<file path="src/rtl/pipe_skid_stage_reg.sv">
// Elastic EXE/MEM stage register with a 2-entry skid buffer.
// Adds freeze, flush-to-bubble, occupancy and a saturating stall counter.
module pipe_skid_stage_reg #(
    parameter int CTRL_W = 3,
    parameter int DATA_W = 32,
    parameter int DEST_W = 4,
    parameter int CNT_W  = 16
) (
    input  logic              clk,
    input  logic              rst,
    input  logic              in_valid,
    output logic              in_ready,
    input  logic [CTRL_W-1:0] in_ctrl,
    input  logic [DATA_W-1:0] in_data0,
    input  logic [DATA_W-1:0] in_data1,
    input  logic [DEST_W-1:0] in_dest,
    output logic              out_valid,
    input  logic              out_ready,
    output logic [CTRL_W-1:0] out_ctrl,
    output logic [DATA_W-1:0] out_data0,
    output logic [DATA_W-1:0] out_data1,
    output logic [DEST_W-1:0] out_dest,
    input  logic              freeze,
    input  logic              flush,
    input  logic              clr_stats,
    output logic [1:0]        occ,
    output logic [CNT_W-1:0]  stall_cnt
);

    typedef enum logic [1:0] {
        EMPTY = 2'd0,
        ONE   = 2'd1,
        FULL  = 2'd2
    } state_t;

    state_t state;
    state_t state_n;

    logic [CTRL_W-1:0] main_ctrl;
    logic [DATA_W-1:0] main_data0;
    logic [DATA_W-1:0] main_data1;
    logic [DEST_W-1:0] main_dest;

    logic [CTRL_W-1:0] skid_ctrl;
    logic [DATA_W-1:0] skid_data0;
    logic [DATA_W-1:0] skid_data1;
    logic [DEST_W-1:0] skid_dest;

    logic acc;
    logic con;
    logic ld_main_in;
    logic ld_main_skid;
    logic ld_skid;
    logic stall_inc;
    logic stall_sat;

    assign in_ready  = (state != FULL) & ~freeze & ~flush;
    assign out_valid = (state != EMPTY) & ~freeze & ~flush;
    assign acc       = in_valid & in_ready;
    assign con       = out_valid & out_ready;

    assign out_ctrl  = main_ctrl;
    assign out_data0 = main_data0;
    assign out_data1 = main_data1;
    assign out_dest  = main_dest;

    // State register; reset discards every held entry at once.
    always_ff @(posedge clk or posedge rst) begin
        if (rst) begin
            state <= EMPTY;
        end else begin
            state <= state_n;
        end
    end

    // Next state and register load enables; flush forces a bubble.
    always_comb begin
        state_n      = state;
        ld_main_in   = 1'b0;
        ld_main_skid = 1'b0;
        ld_skid      = 1'b0;
        if (flush) begin
            state_n = EMPTY;
        end else begin
            unique case (state)
                EMPTY: begin
                    if (acc) begin
                        state_n    = ONE;
                        ld_main_in = 1'b1;
                    end
                end
                ONE: begin
                    if (acc && con) begin
                        ld_main_in = 1'b1;
                    end else if (acc) begin
                        state_n = FULL;
                        ld_skid = 1'b1;
                    end else if (con) begin
                        state_n = EMPTY;
                    end
                end
                FULL: begin
                    if (con) begin
                        state_n      = ONE;
                        ld_main_skid = 1'b1;
                    end
                end
                default: state_n = EMPTY;
            endcase
        end
    end

    // Head entry; on flush only the control field is cleared.
    always_ff @(posedge clk or posedge rst) begin
        if (rst) begin
            main_ctrl  <= '0;
            main_data0 <= '0;
            main_data1 <= '0;
            main_dest  <= '0;
        end else if (flush) begin
            main_ctrl <= '0;
        end else if (ld_main_in) begin
            main_ctrl  <= in_ctrl;
            main_data0 <= in_data0;
            main_data1 <= in_data1;
            main_dest  <= in_dest;
        end else if (ld_main_skid) begin
            main_ctrl  <= skid_ctrl;
            main_data0 <= skid_data0;
            main_data1 <= skid_data1;
            main_dest  <= skid_dest;
        end
    end

    // Skid entry catches the input while the head is stalled.
    always_ff @(posedge clk or posedge rst) begin
        if (rst) begin
            skid_ctrl  <= '0;
            skid_data0 <= '0;
            skid_data1 <= '0;
            skid_dest  <= '0;
        end else if (ld_skid && !flush) begin
            skid_ctrl  <= in_ctrl;
            skid_data0 <= in_data0;
            skid_data1 <= in_data1;
            skid_dest  <= in_dest;
        end
    end

    // Occupancy decode from the state encoding.
    always_comb begin
        occ = 2'd0;
        unique case (state)
            EMPTY:   occ = 2'd0;
            ONE:     occ = 2'd1;
            FULL:    occ = 2'd2;
            default: occ = 2'd0;
        endcase
    end

    assign stall_inc = (state != EMPTY) & (freeze | ~out_ready) & ~flush;
    assign stall_sat = &stall_cnt;

    // Saturating stall counter; clear wins over increment.
    always_ff @(posedge clk or posedge rst) begin
        if (rst) begin
            stall_cnt <= '0;
        end else if (clr_stats) begin
            stall_cnt <= '0;
        end else if (stall_inc && !stall_sat) begin
            stall_cnt <= stall_cnt + CNT_W'(1);
        end
    end

endmodule

</file>
<file path="config.mk">
export PLATFORM = sky130hd
export DESIGN_NAME = pipe_skid_stage_reg
export DESIGN_NICKNAME = d
export VERILOG_FILES = /design/src/rtl/pipe_skid_stage_reg.sv
export SDC_FILE = /design/constraint.sdc
export NUM_CORES = 1
export LEC_CHECK = 0
export BUFFER_PORTS_ARGS = -buffer_cell sky130_fd_sc_hd__buf_2
export CELL_PAD_IN_SITES_DETAIL_PLACEMENT = 0
export CELL_PAD_IN_SITES_GLOBAL_PLACEMENT = 1
export CORE_ASPECT_RATIO = 0.7
export CORE_MARGIN = 1
export CORE_UTILIZATION = 42
export DETAILED_ROUTE_END_ITERATION = 7
export GPL_TIMING_DRIVEN = 1
export PLACE_DENSITY = 0.84
export SLEW_MARGIN = 20
export SYNTH_ARGS = -nofsm -noshare
export SYNTH_HDL_FRONTEND = slang
export SYNTH_SLANG_ARGS = --single-unit
</file>
<file path="constraint.sdc">
create_clock -name clk -period 7.3 [get_ports clk]
set_clock_uncertainty 0.1 [all_clocks]
set_input_delay 1.46 -clock clk [delete_from_list [all_inputs] [get_ports clk]]
set_output_delay 1.46 -clock clk [all_outputs]
set_load 0.01 [all_outputs]
</file>
Word level (Yosys, flattened, before mapping)
Cells that the tools add are included.
- bitwise gates (word level): 12
- reductions and logical operators: 13
- eq/ne operators: 7
- muxes and demuxes: 29
- add/subtract/negate cells: 1
- operator list (cell ; count):
    two-way mux 32 bit ; 4
    two-way mux 16 bit ; 2
    adder 16 x 1 -> 16 bit, second input constant ; 1
    AND reduction 16 bit ; 1
    two-way mux 2 bit ; 6
    two-way mux 1 bit ; 9
    two-way mux 3 bit ; 3
    != test 3 bit, second input constant ; 3
    AND 1 bit ; 8
    two-way mux 4 bit ; 2
    one-hot mux 2 bit (3 select lines) ; 1
    nonzero test 2 bit ; 3
    != test 4 bit, second input constant ; 1
    one-hot mux 2 bit (2 select lines) ; 1
    AND reduction 4 bit ; 1
    logical AND 1 bit ; 3
    inverter 1 bit ; 3
    nonzero test 3 bit ; 1
    equality test 2 x 1 -> 1 bit, second input constant ; 1
    equality test 2 bit, second input constant ; 1
    zero test 1 bit ; 2
    zero test 2 bit ; 1
    != test 2 bit, second input constant ; 1
    one-hot mux 1 bit (2 select lines) ; 1
    2 further kinds ; 2
- bits in registers: 160

Logic depth before layout (Yosys ltp)
Gate-level depths: netlist (run 1).
- word-level depth: 10
- depth in mapped cells: 8

Worst setup path after synthesis (run 1)
No wires, ideal clock.
- path type: input-to-output
- start: in flush
- end: out in_ready
- stages on the path: 2
- slack: 3871 ps
- data arrival time: 1869 ps
- data required time: 5740 ps
- path buffers: 1
- path through: buf_6 > nor3_1
- cells in the longest elaborated chain, start to end: 2
- ends and longest elaborated chain (element ; line ; text):
    start: declaration ; 24 ; input logic flush,
    inverter 1 bit (no line) ; - ;
    AND 1 bit ; 57 ; assign in_ready = (state != FULL) & ~freeze & ~flush;
    end: declaration ; 12 ; output logic in_ready,
No other way between the ends.

Worst setup path after layout (run 1)
- start: in freeze
- end: out out_valid
- cells in the longest elaborated chain, start to end: 3
- ends and longest elaborated chain (element ; line ; text):
    start: declaration ; 23 ; input logic freeze,
    inverter 1 bit ; 58 ; assign out_valid = (state != EMPTY) & ~freeze & ~flush;
    AND 1 bit (2 in series) ; 58 ;
    end: declaration ; 17 ; output logic out_valid,
No other way between the ends.

==> key figures, run 1 <==
Layout
  • Syn-to-layout area delta: 21.1%
  • Ant. Diodes: 0
  • Fillcell total: 1484
  • Final Cell Area: 8700 um2
  • Finished Layout Cells: 981
  • Nets: between 800 and 900
  • Fin util: roughly 53%
  • Share of layout cells above drive strength 1: between 30% and 40%

Floorplan
  • Die Ht: 111 um
  • Die area: 17600 um2
  • Die W: between 150 and 200 um
  • # rows: 39
  • IO Count: 169
  • Core Region: ~16000 um2
  • Starting Density: a little over two fifths

Hold path
  • Hold Crit Start: out_data0[24]
  • Hold path cells: 2
  • Hold endpoint: out_data0[24]
  • Hold crit path type: flip-flop to flip-flop

Synth
  • Yosys warning total: 0
  • Synth async-reset ratio: between 90% and 100%
  • Syn Std Cell Area: 7180 um2
  • Number of synthesized flops with an enable pin: 0
  • Synth Flop Type: dfrtp_1
  • Cell variety after synth: 48
  • Syn_area_per_cell: between 10 and 15 um2
  • Area leader, netlist: dfrtp_1
  • Sequential area share after synthesis: ~56%
  • Top-area cell type share of the netlist area: between 50% and 60%
  • Most common cell in the synthesized netlist: dfrtp_1
  • Top cells by area, synth: dfrtp_1, mux2_2, mux2i_1
  • Number of synthesized register bits: 160
  • Post-synth top cells: dfrtp_1, mux2_2, nand3_1
  • Gate Count Post-Synth: 594
  • Mapped Nets: roughly 670

Power
  • Final Power: 2.38 mW
  • Worst VDD drop: about 0.12 mV
  • PwrDens: ~270 nW/um2
  • NetSw: roughly 0.62 mW
  • Internal cell power: between 1.5 and 2 mW
  • Logic pwr share: between 10% and 20%
  • Leak Pwr: around 4.2 nW
  • Power share of the clock group: 36.6%
  • Reg power frac: approximately 47%
  • Switching fraction of total power: a little over a quarter

Place
  • Post-Place Worst Slack: 3.42 ns
  • Placed cell area: 8120 um2
  • Placed wire-length estimate: approximately 11000 um
  • GPL Wtd Cong: about 0.8
  • Dpl cells: 950
  • Buffers on Ports: 168

GRT
  • GR Overflow Total: 0
  • Largest net degree at the start of global routing: between 80 and 90
  • First-pass GRT wire length: ~28000 um
  • Initial antenna violation count: 0
  • Gr usage total: around 20%
  • Vias in the first global route: 5311

STA
  • Max Clk Rate: 0.274 GHz
  • Slew of the pin with the lowest slew margin: a little under 0.9 ns
  • Fin. max-slew vios: 0
  • RSZ-0062 raised after global routing: false
  • Final hold vios: 0
  • Final Cycle Share: ~50%
  • Fin crit period: between 3 and 4 ns
  • Setup ws final: between 3 and 4 ns
  • Final setup vio count: 0
  • Hold slack: 0.394 ns
  • TNS Setup: 0 ns
  • Slew Limit Headroom: between 40% and 50%

Clock network
  • H-tree depth: 4
  • Post-CTS Setup Inserts: 0
  • Clock transition at path regs: 0.05 ns
  • Cts repair resizes: 0
  • Clk_lat worst skew: between 0.4 and 0.5 ns
  • Clock Sink Count: between 150 and 200
  • CTS buffer count: 17
  • Clock Tree Buf Depth: 2
  • CTS root buffer: clkbuf_16
  • Hold-fix buffers, CTS: 0
  • CTS tree: yes

Worst setup path
  • Reg-to-reg endpoint: skid_data0[25]
  • Internal reg-to-reg setup slack: 4.58 ns
  • Worst path most repeated cell: buf_2
  • Worst path max stage delay: ~0.2 ns
  • Delay-heaviest family, CP: buffers and inverters
  • Slowest stage cell on the critical path: nor2_2
  • Crit path launch type: primary input
  • Crit path max fanout: 7
  • Crit path kind: primary input to primary output
  • Crit path required time: 5.74 ns
  • Critical Path, Cell by Cell: buf_2, nor2_2, o21a_1, buf_2
  • Reg2reg start: state[1]
  • Data arrival time of the worst path: between 2 and 2.5 ns
  • FF-to-FF path depth: 4
  • CP bufs+invs: 2
  • CP endpoint kind: primary output

Drt
  • Routed length per instance: ~17 um
  • DR DRC count: 0
  • Number of vias per cell: ~5.3
  • Post-DRT Antenna Nets: 0
  • DRT iter0 DRCs: 289
  • DRT Pass-1 Iters: 4
  • Vias: roughly 5.2k
  • WL final: 17100 um

Flow run
  • Max_cap viols: 0

Run status
  • Status: completed
worst max path at each step:
stage | endpoint | from | slack, ns | cells past startpoint
final | out_valid | freeze | 3.65 | 4
after global routing | out_valid | flush | 3.60 | 4
after CTS | out_valid | flush | 3.65 | 4
after detailed placement | out_data1[25] | out_ready | 3.42 | 6
after global placement | out_data1[31] | out_ready | 3.50 | 6
after floorplan | out_ctrl[0] | rst | 1.42 | 1
sequential cells by signal (all words and copies together) (netlist names):
signal	flops
out_data0	32
out_data1	32
skid_data0	32
skid_data1	32
stall_cnt	16
out_dest	4
skid_dest	4
out_ctrl	3
skid_ctrl	3
state	2
kinds of logic after synthesis:
logic type	after synthesis	synth area share [%]
adder cells (fa/ha/maj)	1	0.174
buffers and inverters	49	3.71
flip-flops	160	55.8
multiplexers	143	21.2
AND/OR/NAND/NOR	137	10.9
AO/OA/AOI/OAI	104	8.21
cell usage in the layout, fill, tap and decap left out, types with 3 or more instances in the layout:
cell	instances
a211oi_1	3
a21oi_1	11
a311oi_1	3
a31oi_1	3
and3_1	8
and4_1	3
buf_2	168
buf_4	5
clkbuf_1	5
clkbuf_16	17
clkbuf_8	4
dfrtp_1	160
inv_1	5
mux2_2	74
mux2i_1	69
nand2_1	8
nand2b_1	6
nand3_1	73
nand4_1	4
nor2_1	6
nor2b_1	4
nor3_1	3
o21ai_0	45
o21ai_1	27
o221ai_1	3
o31ai_1	3
or3_1	3
or4_1	3
worst min-delay path, cell delays in order, from the launching register on:
cell	delay (ns)
dfrtp_1	0.33
nand3_1	0.06
o21ai_0	0.06
cell type report:
cell class                      instances  area [um2]  area share, %
Inverter                                6        27.5          0.317
Tap cell                              225         282           3.24
Clock buffer                           26         499           5.74
Sequential cell                       160        4000           46.0
Clock inverter                          5        77.6          0.892
Multi-Input combinational cell        385        2920           33.5
Timing Repair Buffer                  174         890           10.2
layer usage:
layer / up-vias / track usage [%] / wire (um)
met3: 13 / 4.44 / 928
met1: 2582 / 29.4 / 8360
li1: 2469 / - / -
met5: - / 0 / 0
met4: 0 / 5.71 / 143
met2: 153 / 30.5 / 7680
power groups by stage:
stage	Combinational (mW)	Clock, mW	Sequential [mW]
global placement	0.381	0	1.13
detailed placement	0.396	0	1.14
global route	0.437	0.933	1.14
finish	0.390	0.872	1.12
floorplan	0.200	0	1.16
CTS	0.397	0.893	1.12
Power figures use the tool's default switching activity.
==> run 2: changes to the inputs <==
ABC_AREA = 1   (was not set)
CORE_UTILIZATION = 40   (was 42)
PLACE_DENSITY = 0.85   (was 0.84)
clock period = 3.7 ns   (was 7.3 ns; I/O delays follow)
==> run 2 against run 1 <==
Area after synthesis rose by 7.4%. Core utilization fell by 3.3 points. Cell count up 37%. Global-route usage grew 0.44 points. Hold slack got worse by 0.058 ns. Critical endpoint is now out_data0[12].
==> key figures, run 2 <==
Worst setup path
  • Data arrival time of the worst path: 2.58 ns
  • Crit path max fanout: 70
  • Crit path kind: flip-flop to flip-flop
  • CP endpoint kind: flip-flop
  • Reg2reg start: state[0]
  • Crit path required time: between 3 and 4 ns
  • Internal reg-to-reg setup slack: between 1 and 1.5 ns
  • Crit path launch type: flip-flop
  • Crit path launch: state[0]

Floorplan
  • IO Count: between 150 and 200
  • Core Region: 18900 um2
  • Die Ht: 118 um
  • # rows: 42
  • Die area: roughly 20000 um2
  • Starting Density: between 40 and 50%
  • Die W: about 170 um

Clock network
  • Clock transition at path regs: about 0.070 ns
  • Post-CTS Setup Inserts: 0
  • Clock Tree Buf Depth: 2
  • CTS root buffer: clkbuf_16
  • Clock Sink Count: 160
  • Cts repair resizes: 0
  • CTS buffer count: 17
  • Clk_lat worst skew: around 0.42 ns
  • CTS tree: yes
  • H-tree depth: 4
  • Hold-fix buffers, CTS: 0

Place
  • Placed wire-length estimate: ~12000 um
  • Buffers on Ports: 168
  • Dpl cells: roughly 1.3k
  • GPL Wtd Cong: between 0.7 and 0.8

Layout
  • Share of layout cells above drive strength 1: 20.1%
  • Most common cell after layout, fill and taps aside: nand2_1
  • Syn-to-layout area delta: 20.8%
  • Nets: 1169
  • Finished Layout Cells: 1347
  • Commonest cells after routing, fill and taps aside: nand2_1, buf_2, dfrtp_1
  • Fin util: a little under 50%

Drt
  • Vias: around 7k
  • DR DRC count: 0
  • DRT Pass-1 Iters: 5
  • DRT iter0 DRCs: a little over 600
  • Routed length per instance: 14.7 um
  • Post-DRT Antenna Nets: 0
  • Number of vias per cell: approximately 5.1
  • WL final: a little under 20000 um

STA
  • Fin. max-slew vios: 0
  • Final Cycle Share: 64.5%
  • TNS Setup: 0 ns
  • RSZ-0062 raised after global routing: false
  • Slew Limit Headroom: around two fifths
  • Final setup vio count: 0
  • Final hold vios: 0
  • Fin crit period: around 2.4 ns
  • Slew of the pin with the lowest slew margin: around 0.9 ns
  • Max Clk Rate: 0.419 GHz

Synth
  • Syn_area_per_cell: 8.00 um2
  • Post-synth top cells: nand2_1, dfrtp_1, nand3_1
  • Number of synthesized register bits: 160
  • Top-area cell type share of the netlist area: between 50% and 60%
  • Area leader, netlist: dfrtp_1
  • Number of synthesized flops with an enable pin: 0
  • Top cells by area, synth: dfrtp_1, nand2_1, nand3_1
  • Most common cell in the synthesized netlist: nand2_1
  • Gate Count Post-Synth: a little under 1k
  • Sequential area share after synthesis: a little over 50%
  • Synth Flop Type: dfrtp_1
  • Yosys warning total: 0
  • Mapped Nets: 1043
  • Syn Std Cell Area: between 7000 and 8000 um2
  • Synth async-reset ratio: 100%
  • Cell variety after synth: 28

Flow run
  • Max_cap viols: 0

GRT
  • Initial antenna violation count: 2
  • GR Overflow Total: 0
  • Vias in the first global route: 6166
  • Gr usage total: approximately 21%
  • First-pass GRT wire length: roughly 33000 um
  • Largest net degree at the start of global routing: ~140

Power
  • Worst VDD drop: slightly below 0.3 mV
  • Leak Pwr: approximately 4.7 nW
  • PwrDens: approximately 680 nW/um2

Hold path
  • Hold crit path type: primary input to asynchronous set/reset pin

Run status
  • Status: completed
## run 2: cell count changes after synthesis, sizes merged, moves of 24 or more
| cell | before | now |
|---|---|---|
| mux2i | 69 | 0 |
| nand3 | 73 | 158 |
| mux2 | 74 | 0 |
| buf | 24 | 48 |
| nand2 | 9 | 221 |
| a21oi | 11 | 68 |
| o21ai | 72 | 140 |
| inv | 6 | 88 |
## run 2: final cells by class
class | instances | area [um2]
diodes | 2 | 5.00
clock buffers | 17 | 425
clock inverters | 15 | 196
fillers | 1863 | 9550
inverters | 88 | 334
multi-input cells | 646 | 3050
flip-flops and latches | 160 | 4000
well taps | 242 | 303
repair buffers | 177 | 996
## run 2: cells by family (layout without fill, tap and decap cells)
logic type | Yosys count | count (layout) | synth area share, %
simple gates | 425 | 425 | 24.4
buf+inv | 158 | 297 | 8.74
fa+ha+maj | 1 | 1 | 0.162
other cells | 0 | 2 | 0
compound gates | 214 | 214 | 14.1
flops | 160 | 160 | 51.9
xor+xnor | 6 | 6 | 0.681
## run 2: power breakdown
part           leakage [nW]  switching [mW]  internal [mW]
combinational          2.30           0.932          0.708
sequential             2.07           0.402           2.42
clock                 0.295           0.780           1.09
total                  4.66            2.11           4.22
## run 2: worst paths after layout
| path | endpoint | depth (start not counted) |
|---|---|---|
| worst min register to register | out_ctrl[1] | 2 |
| worst min-delay path | out_data0[15] | 2 |
| worst max register to register | out_data0[12] | 9 |
| worst max-delay path | out_data0[12] | 9 |
| max in group asynchronous | skid_data1[14] | 3 |
| min in group clk | out_ctrl[1] | 2 |
## run 2: routing by layer
metal  wire length [um]  GRT usage, %  up-vias  part of all wire (%)
met5                  8             0        -                 0.040
met4                108          4.59        2                  0.55
met3               1350          4.29        9                   6.8
met2               8370          29.1      206                    42
met1               9930          32.3     3179                    50
li1                   -             -     3446                     -
## run 2: critical path, cell delays in order (launching register included)
cell     delay, ns
dfrtp_1       0.48
inv_2         0.09
nand2_1       0.08
inv_1         0.09
nand3_2       0.08
buf_4         0.65
nand2_2       0.21
buf_12        0.25
nand2_1       0.08
o21ai_0       0.09
## run 2: stage by stage
step | hold slack (ns) | power [mW] | setup WS (ns) | cell area (um2)
after detailed placement | 0.365 | 4.50 | 0.917 | 8690
final | 0.336 | 6.33 | 1.31 | 9320
after global placement | 0.363 | 4.46 | 1.00 | 8690
after global routing | 0.368 | 6.79 | 1.14 | 9310
after floorplan | 0.354 | 3.82 | 0.831 | 7720
after CTS | 0.341 | 6.39 | 1.31 | 9310
==> run 3: changes to the inputs <==
clock period = 2.5 ns   (was 3.7 ns; I/O delays follow)
==> run 3 against run 2 <==
Wire length is 1.1% higher. Sequential cell count stayed put. Clock power is 48% higher. Core utilization is 0.28 points higher. Via count hardly changed. Sequential power is 48% higher. Critical path type is now flip-flop to primary output. Largest cell class unchanged.
==> key figures, run 3 (synthesized netlist as in run 2, its figures left out) <==
Floorplan
  • Die area: a little under 20000 um2
  • # rows: 42
  • Die W: approximately 170 um
  • Core Region: 18900 um2
  • Die Ht: ~120 um
  • IO Count: approximately 170
  • Starting Density: about two fifths

Clock network
  • Clock transition at path regs: ~0.070 ns
  • CTS root buffer: clkbuf_16
  • CTS buffer count: 17
  • H-tree depth: 4
  • Post-CTS Setup Inserts: 0
  • Cts repair resizes: 0
  • Clock Sink Count: 160
  • Clock Tree Buf Depth: 2
  • Clk_lat worst skew: between 0.4 and 0.5 ns
  • Hold-fix buffers, CTS: 0
  • CTS tree: yes

GRT
  • Vias in the first global route: about 6.2k
  • First-pass GRT wire length: around 33000 um
  • Gr usage total: approximately 21%
  • Largest net degree at the start of global routing: 118
  • Initial antenna violation count: 0
  • GR Overflow Total: 0

Worst setup path
  • CP endpoint kind: primary output
  • Data arrival time of the worst path: between 1.5 and 2 ns
  • Crit path kind: flip-flop to primary output
  • Crit path max fanout: 5
  • Crit path required time: 1.90 ns
  • Crit path launch type: flip-flop

Layout
  • Share of layout cells above drive strength 1: 20.7%
  • Syn-to-layout area delta: 21.5%
  • Ant. Diodes: 0
  • Nets: 1177
  • Finished Layout Cells: 1353
  • Fin util: around 50%
  • Most common cell after layout, fill and taps aside: nand2_1
  • Commonest cells after routing, fill and taps aside: nand2_1, buf_2, dfrtp_1

Drt
  • Routed length per instance: between 10 and 15 um
  • DR DRC count: 0
  • WL final: 20000 um
  • Vias: between 6k and 7k
  • Number of vias per cell: 5.06
  • DRT iter0 DRCs: between 500 and 600
  • Post-DRT Antenna Nets: 0
  • DRT Pass-1 Iters: 6

STA
  • Final hold vios: 0
  • Setup ws final: just under 0.4 ns
  • Final Cycle Share: roughly 84%
  • Slew of the pin with the lowest slew margin: a little under 0.7 ns
  • Fin crit period: between 2 and 2.5 ns
  • Fin. max-slew vios: 0
  • RSZ-0062 raised after global routing: false
  • Final setup vio count: 0
  • Hold slack: about 0.064 ns
  • Max Clk Rate: 0.474 GHz
  • Slew Limit Headroom: a little over half

Place
  • Placed wire-length estimate: approximately 12000 um
  • Post-Place Worst Slack: ~0.18 ns
  • GPL Wtd Cong: 0.810
  • Dpl cells: between 1k and 1.5k
  • Buffers on Ports: approximately 170

Power
  • Final Power: 9.41 mW
  • Leak Pwr: roughly 4.7 nW
  • Worst VDD drop: about 0.39 mV
  • PwrDens: ~1000 nW/um2

Run status
  • Status: completed

Hold path
  • Hold crit path type: primary input to asynchronous set/reset pin

Flow run
  • Max_cap viols: 0
run 3: changes by cell type in the layout (fill, tap and decap cells not counted), sizes merged:
cell and change:
buf +8, clkbuf +1, clkinv +3, clkinvlp -2, diode -2, inv -2
run 3: worst paths after layout:
path	slack [ns]	cells after the start	end	start
min in group clk	0.23	3	skid_ctrl[2]	in_ctrl[2]
hold / removal	0.06	3	out_data0[15]	rst
max in group asynchronous	1.61	3	state[1]	rst
setup / recovery	0.39	5	in_ready	state[0]
hold reg to reg	0.38	2	out_ctrl[1]	out_ctrl[1]
setup reg to reg	0.40	8	stall_cnt[7]	stall_cnt[0]
run 3: layer usage:
metal / vias up / routed length, um / global-route usage [%] / part of all wire [%]
li1: 3447 / - / - / -
met1: 3200 / 10300 / 31.8 / 52
met2: 186 / 8470 / 29.9 / 42
met3: 10 / 1050 / 4.09 / 5.3
met4: 0 / 127 / 5.05 / 0.64
met5: - / 0 / 0 / 0
run 3: where the power goes:
part	switching [mW]	leakage (nW)	internal (mW)
logic	1.39	2.34	1.06
registers	0.597	2.07	3.59
clock network	1.15	0.304	1.62
total	3.14	4.71	6.26
run 3: layout make-up:
cell class,instances,area [um2]
Fill cell,1851,9500
Sequential cell,160,4000
Multi-Input combinational cell,646,3050
Timing Repair Buffer,185,1060
Clock buffer,18,439
Inverter,88,334
Tap cell,242,303
Clock inverter,14,180
run 3: worst max-delay path: stages (launching register included):
cell and delay, ns:
dfrtp_1 0.46, inv_2 0.09, nand2_1 0.08, inv_1 0.09
nor2_2 0.19, buf_2 0.18
run 3: stage by stage:
stage          area (um2)  setup TNS, ns
4_1_cts              9370              0
6_report             9370              0
3_5_place_dp         8750              0
2_1_floorplan        7720         -20.61
3_3_place_gp         8750              0
5_1_grt              9370              0
